## config.mk

```make
export PLATFORM = sky130hd
export DESIGN_NAME = fa16_rev_seq
export DESIGN_NICKNAME = d
export VERILOG_FILES = /design/src/rtl/fa16_rev_seq_pkg.sv /design/src/rtl/fa16_rev_seq.sv
export SDC_FILE = /design/constraint.sdc
export NUM_CORES = 1
export LEC_CHECK = 0
export CORE_MARGIN = 2
export CORE_UTILIZATION = 38
export CTS_BUF_LIST = sky130_fd_sc_hd__clkbuf_8
export DETAILED_ROUTE_END_ITERATION = 6
export PLACE_DENSITY_LB_ADDON = 0.05
export SYNTH_ARGS = -nofsm -noshare
export SYNTH_HDL_FRONTEND = slang
export SYNTH_SLANG_ARGS = --single-unit
```

## constraint.sdc

```tcl
create_clock -name clk -period 1.53 [get_ports clk]
set_input_delay 0.153 -clock clk [delete_from_list [all_inputs] [get_ports clk]]
set_output_delay 0.153 -clock clk [all_outputs]
set_load 0.02 [all_outputs]
```

## src/rtl/fa16_rev_seq_pkg.sv

```systemverilog
// Shared definitions for the fa16_rev_seq sequencer.
// Holds the datapath and counter widths and the sequencer state encoding.
package fa16_rev_seq_pkg;

    localparam int unsigned DATA_W = 16;
    localparam int unsigned CNT_W  = 4;

    typedef enum logic [2:0] {
        StIdle,
        StFwd,
        StHold,
        StTurnB,
        StBwd,
        StTurnF
    } state_e;

endpackage

```

## src/rtl/fa16_rev_seq.sv

```systemverilog
// Sequencer for an external reversible 16-bit adder (fa16_rev, instantiated by the parent).
// An operation runs the adder forward, offers the sum, then runs the adder backward
// ("uncompute") and checks that the original operands come back.
//
// Ports:
//   clk, rst_n                  clock, asynchronous active-low reset
//   in_valid/in_ready           operand handshake; in_a, in_b, in_cin operands
//   out_valid/out_ready         result handshake; out_sum, out_cout captured result
//   busy                        high whenever the sequencer is not idle
//   err_sticky/err_clr          uncompute mismatch flag and its clear
//   dir                         adder direction, 0 forward, 1 backward
//   f_a, f_b, f_c0_f, f_z       forward drive;  f_s, f_a_b, f_c0_b, f_c15 forward results
//   r_s, r_a_b, r_c0_b, r_c15   backward drive; r_a, r_b, r_c0_f, r_z recovered inputs
module fa16_rev_seq
    import fa16_rev_seq_pkg::*;
#(
    parameter int unsigned FWD_CYC  = 2,
    parameter int unsigned BWD_CYC  = 2,
    parameter int unsigned TURN_CYC = 1
) (
    input  logic              clk,
    input  logic              rst_n,
    input  logic              in_valid,
    output logic              in_ready,
    input  logic [DATA_W-1:0] in_a,
    input  logic [DATA_W-1:0] in_b,
    input  logic              in_cin,
    output logic              out_valid,
    input  logic              out_ready,
    output logic [DATA_W-1:0] out_sum,
    output logic              out_cout,
    output logic              busy,
    output logic              err_sticky,
    input  logic              err_clr,
    output logic              dir,
    output logic [DATA_W-1:0] f_a,
    output logic [DATA_W-1:0] f_b,
    output logic              f_c0_f,
    output logic              f_z,
    input  logic [DATA_W-1:0] f_s,
    input  logic [DATA_W-1:0] f_a_b,
    input  logic              f_c0_b,
    input  logic              f_c15,
    output logic [DATA_W-1:0] r_s,
    output logic [DATA_W-1:0] r_a_b,
    output logic              r_c0_b,
    output logic              r_c15,
    input  logic [DATA_W-1:0] r_a,
    input  logic [DATA_W-1:0] r_b,
    input  logic              r_c0_f,
    input  logic              r_z
);

    // Counter reload values: a phase of N cycles loads N-1 and ends when the counter hits 0.
    localparam logic [CNT_W-1:0] FWD_LD  = CNT_W'(FWD_CYC - 1);
    localparam logic [CNT_W-1:0] BWD_LD  = CNT_W'(BWD_CYC - 1);
    localparam logic [CNT_W-1:0] TURN_LD = CNT_W'((TURN_CYC > 0) ? (TURN_CYC - 1) : 0);

    state_e            state_q, state_d;
    logic [CNT_W-1:0]  cnt_q, cnt_d;
    logic              live_q;
    logic [DATA_W-1:0] a_q, b_q;
    logic              cin_q;
    logic [DATA_W-1:0] sum_q, a_b_q;
    logic              c0_b_q, cout_q;
    logic              err_q, err_d;
    logic              latch, capture, compare, mismatch;
    logic              in_fwd, in_bwd;

    always_comb begin
        state_d = state_q;
        cnt_d   = cnt_q;
        latch   = 1'b0;
        capture = 1'b0;
        compare = 1'b0;
        case (state_q)
            StIdle: begin
                if (in_valid && in_ready) begin
                    latch   = 1'b1;
                    state_d = StFwd;
                    cnt_d   = FWD_LD;
                end
            end
            StFwd: begin
                if (cnt_q == '0) begin
                    capture = 1'b1;
                    state_d = StHold;
                end else begin
                    cnt_d = cnt_q - CNT_W'(1);
                end
            end
            StHold: begin
                if (out_ready) begin
                    if (TURN_CYC == 0) begin
                        state_d = StBwd;
                        cnt_d   = BWD_LD;
                    end else begin
                        state_d = StTurnB;
                        cnt_d   = TURN_LD;
                    end
                end
            end
            StTurnB: begin
                if (cnt_q == '0) begin
                    state_d = StBwd;
                    cnt_d   = BWD_LD;
                end else begin
                    cnt_d = cnt_q - CNT_W'(1);
                end
            end
            StBwd: begin
                if (cnt_q == '0) begin
                    compare = 1'b1;
                    if (TURN_CYC == 0) begin
                        state_d = StIdle;
                    end else begin
                        state_d = StTurnF;
                        cnt_d   = TURN_LD;
                    end
                end else begin
                    cnt_d = cnt_q - CNT_W'(1);
                end
            end
            StTurnF: begin
                if (cnt_q == '0) begin
                    state_d = StIdle;
                end else begin
                    cnt_d = cnt_q - CNT_W'(1);
                end
            end
            default: state_d = StIdle;
        endcase
    end

    // A correct uncompute returns exactly the latched operands and a clean zero ancilla.
    assign mismatch = (r_a != a_q) || (r_b != b_q) || (r_c0_f != cin_q) || (r_z != 1'b0);
    // Set wins over clear so a fault coinciding with err_clr is never lost.
    assign err_d    = (err_q & ~err_clr) | (compare & mismatch);

    always_ff @(posedge clk or negedge rst_n) begin
        if (!rst_n) begin
            state_q <= StIdle;
            cnt_q   <= '0;
            live_q  <= 1'b0;
            a_q     <= '0;
            b_q     <= '0;
            cin_q   <= 1'b0;
            sum_q   <= '0;
            a_b_q   <= '0;
            c0_b_q  <= 1'b0;
            cout_q  <= 1'b0;
            err_q   <= 1'b0;
        end else begin
            state_q <= state_d;
            cnt_q   <= cnt_d;
            live_q  <= 1'b1;
            err_q   <= err_d;
            if (latch) begin
                a_q   <= in_a;
                b_q   <= in_b;
                cin_q <= in_cin;
            end
            if (capture) begin
                sum_q  <= f_s;
                a_b_q  <= f_a_b;
                c0_b_q <= f_c0_b;
                cout_q <= f_c15;
            end
        end
    end

    assign in_fwd = (state_q == StFwd);
    assign in_bwd = (state_q == StBwd);

    // live_q keeps in_ready low while reset is held, even though the state reads as idle.
    assign in_ready   = (state_q == StIdle) && live_q;
    assign out_valid  = (state_q == StHold);
    assign busy       = (state_q != StIdle);
    assign dir        = (state_q == StTurnB) || in_bwd;
    assign err_sticky = err_q;
    assign out_sum    = sum_q;
    assign out_cout   = cout_q;

    assign f_a    = in_fwd ? a_q : '0;
    assign f_b    = in_fwd ? b_q : '0;
    assign f_c0_f = in_fwd ? cin_q : 1'b0;
    assign f_z    = 1'b0;

    assign r_s    = in_bwd ? sum_q : '0;
    assign r_a_b  = in_bwd ? a_b_q : '0;
    assign r_c0_b = in_bwd ? c0_b_q : 1'b0;
    assign r_c15  = in_bwd ? cout_q : 1'b0;

endmodule
```

==> impl_metrics.tcl, run 1 <==
set metrics [dict create \
    ys.flop_type "dfrtp_1" \
    yosysWarnings 0 \
    hpwl_um 7680 \
    io_pins 196 \
    reg2regPathDepth 7 \
    synth.distinct_cells 46 \
    crit_slowest_cell "dfrtp_1" \
    p_per_area_nw_per_um2 1800 \
    rows 37 \
    grt_max_degree 36 \
    instances_no_fill 689 \
    synth_nets 430 \
    die_h_um 106 \
    r2r_slack_ns -0.26 \
    slowest_delay_ns 0.43 \
    slew_viol_final 0 \
    drc 0 \
    antenna_left 0 \
    cp-end-kind "flip-flop" \
    diodes 0 \
    ir_drop_v 0.000907 \
    antenna_found_initial 0 \
    routed_wl_um 10900 \
    failed_checks "negative setup slack" \
    clk_path_buf_depth 2 \
    cts.sink_count 76 \
    finalSetupTns_ns -19.18 \
    final_nets 656 \
    fillers 855 \
    arrival_ns 2.02 \
    crit_path_start_kind "flip-flop" \
    htree_levels 3 \
    syn_area_um2 3950 \
    syn_inst 322 \
    final-hold-violation-count 0 \
    placed_cell_area_um2 6180 \
    via_count 3240 \
    clkTransAtPathRegs_ns 0.08 \
    synth-edff-count 0 \
    leakage_nw 3.02 \
    grt_pass1_vias 3225 \
    viasPerCell 4.70 \
    path_cells "buf_4 -> nor2_4 -> nand2_2 -> nor2_4 -> buf_6 -> buf_16 -> mux2_1" \
    cts_tree "built" \
    clock_skew_ns 0.0107 \
    hp-class "input pin to async pin" \
    synth_seq_cells 76 \
    drt-initial-drc-count 95 \
    synthTopCellsByArea "dfrtp_1 48%, and2_1 11%, mux2_2 9.7%" \
    r2r_start "state_q[0]$_DFFE_PN0P_" \
    synth-seq-area-share 0.481 \
    hold_slack_ns 0.262 \
    drive_gt1_frac 0.342 \
    dp_cells 659 \
    synth_top_area_frac 0.481 \
    clock_latency_ns 0.35 \
    grt_usage 0.193 \
    fin_area_um2 6500 \
    grt_overflow_total 0 \
    fmaxAchievable_mhz 560 \
    yosysTopAreaCell "dfrtp_1" \
    numPortBuffers 194 \
    die_x_um 106 \
    cap_violations 0 \
    area_growth_pct 64.6 \
    gp_congestion 0.803 \
    cp-startpoint "state_q[0]$_DFFE_PN0P_" \
    crit_path_frequent_cell "nor2_4" \
    netlist_top_cells_count "76 x dfrtp_1, 67 x and2_1, 34 x mux2_2, 30 x mux2_1, 29 x xor2_1" \
    drtPass1Iterations 5 \
    cts_buffers 9 \
    r2r_end "b_q[9]$_DFFE_PN0P_" \
    cts_root_buf "clkbuf_8" \
    finalCritPeriodShare 1.17 \
    fin_ws_ns -0.257 \
    start_util 0.386 \
    critical_path.max_fanout 8 \
    die_area_um2 11200 \
    critical_path_class "flip-flop to flip-flop" \
    status "complete, but fails checks" \
    grt_pass1_wl_um 16900 \
    syn_avg_cell_area_um2 12.3 \
    finalCriticalPeriod_ns 1.79 \
    rsz0062_at_grt "yes" \
    synth_most_common_cell "dfrtp_1" \
    coreArea_um2 10200 \
    synthArstFlopShare 1.00 \
    crit_required_ns 1.76 \
    setup_viol 132 \
    avgRoutedWirePerCell_um 15.8 \
]
[critical path, delay by kind of cell, from the launching register on]
family | cells | cell delay (ns)
AND/OR/NAND/NOR | 3 | 0.40
multiplexers | 1 | 0.34
flip-flops | 1 | 0.43
buffers and inverters | 3 | 0.49
[logic make-up after synthesis]
group	synth area share
flops	0.481
simple gates	0.169
buf+inv	0.0351
xor+xnor	0.0753
mux	0.194
fa+ha+maj	0.00633
other cells	0.00190
compound gates	0.0370
[how the worst max path moves through the flow]
stage                            to  slack [ns]  cells after the start
6_report         b_q[9]$_DFFE_PN0P_       -0.26                      7
5_1_grt         a_q[13]$_DFFE_PN0P_       -0.33                      7
3_3_place_gp               r_a_b[9]       -0.25                      4
4_1_cts                      r_s[9]       -0.28                      4
3_5_place_dp               r_a_b[1]       -0.28                      4
2_1_floorplan  cnt_q[3]$_DFFE_PN0P_       -0.03                      7
[state kept, by name, indices dropped and copies added, names as in the netlist]
signal,cells
a_b_q,16
a_q,16
b_q,16
c0_b_q,1
cin_q,1
cnt_q,4
err_sticky,1
live_q,1
out_cout,1
out_sum,16
state_q,3
[metrics by stage]
stage / worst slack [ns] / total power [mW] / utilization
final: -0.257 / 11.7 / 0.636
after global routing: -0.333 / 12.5 / 0.636
after CTS: -0.277 / 11.6 / 0.623
after detailed placement: -0.278 / 10.2 / 0.604
after global placement: -0.247 / 10.1 / 0.604
after floorplan: -0.0303 / 7.36 / -
[power by group]
group | total (mW) | leakage, nW | switching, mW | internal (mW)
Clock | 1.44 | 0.0958 | 0.730 | 0.714
Combinational | 6.54 | 2.01 | 3.04 | 3.49
Sequential | 3.74 | 0.908 | 0.732 | 3.01
[cells in the final DEF (no fill, tap or decap), drive strengths merged, types with 2 or more instances in the layout]
cell and n:
dfrtp 76, a22oi 2, nand2 6, nand4 2, xor2 29, clkbuf 12
o22ai 3, ha 2, buf 107, nor3b 2, mux2 67, and2 67
inv 5, nor2 6, a21oi 3, dlymetal6s2s 12, clkinvlp 2, conb 2
o21ai 2, nor4 7, clkdlybuf4s50 110, nor3 2, nand2b 5, xnor2 5
[what timing repair did]
item	in CTS	in global routing
endpoints found under the setup margin	144	157
gates resized for setup	353	39
pin swaps	0	15
gates cloned	4	0
hold buffers	1	0
setup buffers	4	5
hold endpoints to repair	26	0
[area by class of cell]
cell class	instances	area, µm²	area share
clock buffer	12	165	0.0254
clock inverter	4	23.8	0.00365
inverter	4	17.5	0.00269
multi-input combinational	226	1990	0.306
sequential	76	1900	0.292
tap	136	170	0.0262
timing repair buffer	231	2230	0.344
[layer usage]
layer  GRT usage  vias to the layer above  routed length, µm
li1            -                     1539                  -
met1       0.249                     1541               4610
met2       0.312                      142               5140
met3      0.0515                       18                940
met4      0.0733                        0                187
met5           0                        -                  0
(Power assumes the default switching activity.)
==> inputs of run 2 (changes only) <==
- CTS_CLUSTER_DIAMETER: unset -> 80
==> results of run 2 <==
Same layout as run 1: the final DEF is identical, and so are final timing and power.
==> inputs of run 3 (changes only) <==
- ABC_AREA: unset -> 1
==> run 3 against run 2 <==
The run still ends with negative setup slack left. Fmax increased by 5.4%. Total power up 19%. Register-to-register slack improved by 0.12 ns. Highest routed layer unchanged. Via count up 35%. Final area grew 18%. Cell count increased by 34%. Global-route usage grew 3.8 points. Non-clock buffer count increased by 14. Setup slack gained 0.092 ns. Core utilization rose by 7.7 points.
==> impl_metrics.tcl, run 3 <==
set metrics [dict create \
    status "complete, but fails checks" \
    failed_checks "negative setup slack" \
    crit_slowest_cell "dfrtp_1" \
    grt_pass1_vias 4240 \
    start_util 0.384 \
    coreArea_um2 10700 \
    fin_ws_ns -0.165 \
    crit_end "r_s[9]" \
    final_common_cell "clkdlybuf4s50_1" \
    r2r_start "state_q[1]$_DFFE_PN0P_" \
    grt_max_degree 77 \
    fin_area_um2 7660 \
    synth_top_family_by_area "simple AND/OR/NAND/NOR gates" \
    drtPass1Iterations 4 \
    crit_required_ns 1.38 \
    synth_compound_area_frac 0.148 \
    drive_gt1_frac 0.398 \
    cp-end-kind "output port" \
    arrival_ns 1.54 \
    crit_path_frequent_cell "buf_4" \
    leakage_nw 3.74 \
    netlist_top_cells_count "157 x nor2_1, 97 x inv_1, 76 x dfrtp_1, 60 x nand2_1, 40 x a21oi_2" \
    via_count 4366 \
    synth.distinct_cells 25 \
    cp-startpoint "state_q[1]$_DFFE_PN0P_" \
    fmaxAchievable_mhz 590 \
    synthTopCellsByArea "dfrtp_1 46%, nor2_1 14%, inv_1 8.8%" \
    total_power_mw 13.9 \
    gp_congestion 0.777 \
    synth-edff-count 0 \
    synth-seq-area-share 0.460 \
    hp-class "input pin to async pin" \
    clock_skew_ns 0.00828 \
    antenna_left 0 \
    critical_path_class "flip-flop to output port" \
    reg2regPathDepth 10 \
    final_nets 886 \
    antenna_found_initial 0 \
    diodes 0 \
    r2r_end "a_q[1]$_DFFE_PN0P_" \
    syn_inst 542 \
    synth_nets 650 \
    rsz0062_at_grt "yes" \
    cts_root_buf "clkbuf_8" \
    fillers 838 \
    die_h_um 108 \
    synthArstFlopShare 1.00 \
    finalCriticalPeriod_ns 1.70 \
    grt_overflow_total 0 \
    critical_path.max_fanout 17 \
    path_cells "buf_4 -> nor2_4 -> nand2_4 -> buf_16 -> nor2_1 -> buf_4" \
    crit_path_start_kind "flip-flop" \
    synth_seq_cells 76 \
    io_pins 196 \
    area_growth_pct 85.3 \
    drt-initial-drc-count 162 \
    clk_path_buf_depth 2 \
    muxShareOfSynthArea 0 \
    routed_wl_um 14800 \
    register_area_um2 1900 \
    slowest_delay_ns 0.38 \
    hold_slack_ns 0.344 \
    cts_tree "built" \
    ys.flop_type "dfrtp_1" \
    synth_most_common_cell "nor2_1" \
    ir_drop_v 0.000876 \
    yosys.area_share.simple 0.227 \
    synthAdderAreaFrac 0.00606 \
    synth_top_area_frac 0.460 \
    dp_cells 878 \
    avgRoutedWirePerCell_um 16.0 \
    setup_viol 109 \
    multi_input_area_um2 2340 \
    htree_levels 3 \
    cts.sink_count 76 \
    finalCritPeriodShare 1.11 \
    die_x_um 108 \
    r2r_slack_ns -0.14 \
    clock_latency_ns 0.35 \
    cap_violations 0 \
    yosysWarnings 0 \
    drc 0 \
    synthXorXnorAreaFrac 0.0297 \
    p_per_area_nw_per_um2 1820 \
    rows 38 \
    syn_avg_cell_area_um2 7.62 \
    viasPerCell 4.74 \
    yosysTopAreaCell "dfrtp_1" \
    final_cell_mix "114 x clkdlybuf4s50_1, 92 x inv_1, 74 x dfrtp_1, 72 x nor2_1, 71 x buf_4" \
    cts_buffers 9 \
    syn_area_um2 4130 \
    placed_cell_area_um2 6330 \
    final-hold-violation-count 0 \
    clkTransAtPathRegs_ns 0.08 \
    grt_pass1_wl_um 20800 \
    die_area_um2 11700 \
    instances_no_fill 922 \
    grt_usage 0.231 \
    slew_viol_final 0 \
    fin_util 0.713 \
    numPortBuffers 194 \
    hpwl_um 8040 \
]
==> run 3: changes by cell type after synthesis, moves of 14 or more <==
cell / before / now
inv_1: 3 / 97
xor2_1: 29 / 5
nor2_1: 3 / 157
mux2_2: 34 / 0
mux2_1: 30 / 0
a21oi_1: 2 / 35
and2_1: 67 / 0
o21ai_0: 1 / 15
nand2_1: 5 / 60
a21oi_2: 1 / 40
==> run 3: per-stage QoR <==
| stage | setup WS (ns) | TNS (ns) |
|---|---|---|
| after floorplan | 0.0523 | 0 |
| after global placement | -0.218 | -11.68 |
| after detailed placement | -0.259 | -12.87 |
| after CTS | -0.170 | -14.00 |
| after global routing | -0.232 | -22.27 |
| final | -0.165 | -11.99 |
==> run 3: power by group <==
group / leakage [nW] / internal, mW / switching (mW) / total [mW]
clock network: 0.105 / 0.832 / 0.770 / 1.60
registers: 0.840 / 2.99 / 0.469 / 3.46
logic: 2.79 / 3.97 / 4.90 / 8.87
==> run 3: worst min-delay path by stage <==
stage | end | slack [ns] | depth (start not counted)
after floorplan | a_b_q[0]$_DFFE_PN0P_ | -0.14 | 0
after global placement | b_q[10]$_DFFE_PN0P_ | 0.21 | 2
after detailed placement | b_q[11]$_DFFE_PN0P_ | 0.22 | 2
after CTS | out_sum[8]$_DFFE_PN0P_ | 0.35 | 3
after global routing | b_q[2]$_DFFE_PN0P_ | 0.38 | 3
final | b_q[11]$_DFFE_PN0P_ | 0.34 | 3
==> run 3: cells by family (layout without fill, tap and decap cells) <==
logic type / Yosys count / count (layout)
DFF: 76 / 76
buffers and inverters: 120 / 359
other: 2 / 2
and+or+nand+nor: 236 / 237
AOI/OAI and AO/OA: 92 / 92
adders and majority gates: 2 / 2
xor gates and xnor gates: 14 / 14
==> run 3: layout make-up <==
cell class / instances / share of cell area
Clock buffer: 11 / 0.0198
Multi-Input combinational cell: 347 / 0.306
Sequential cell: 76 / 0.249
Timing Repair Buffer: 245 / 0.347
Inverter: 99 / 0.0492
Tap cell: 140 / 0.0229
Clock inverter: 4 / 0.00637
==> run 3: timing repair <==
action | CTS | global route
hold buffers | 1 | 0
cloned | 9 | 11
setup endpoints to repair | 100 | 153
pin swaps | 6 | 16
hold endpoints to repair | 76 | 0
setup buffers | 5 | 4
resized for setup | 434 | 148
==> run 3: layer usage <==
| layer | part of all wire | wire [µm] | up-vias | track usage |
|---|---|---|---|---|
| li1 | - | - | 2118 | - |
| met1 | 0.38 | 5660 | 2072 | 0.272 |
| met2 | 0.52 | 7760 | 148 | 0.405 |
| met3 | 0.064 | 953 | 28 | 0.0542 |
| met4 | 0.028 | 416 | 0 | 0.0943 |
| met5 | 0 | 0 | - | 0 |
==> run 3: worst max-delay path, delay by kind of cell (launching register included) <==
family,cells,cell delay [ns]
AND/OR/NAND/NOR,3,0.33
buffers and inverters,3,0.49
flip-flops,1,0.38
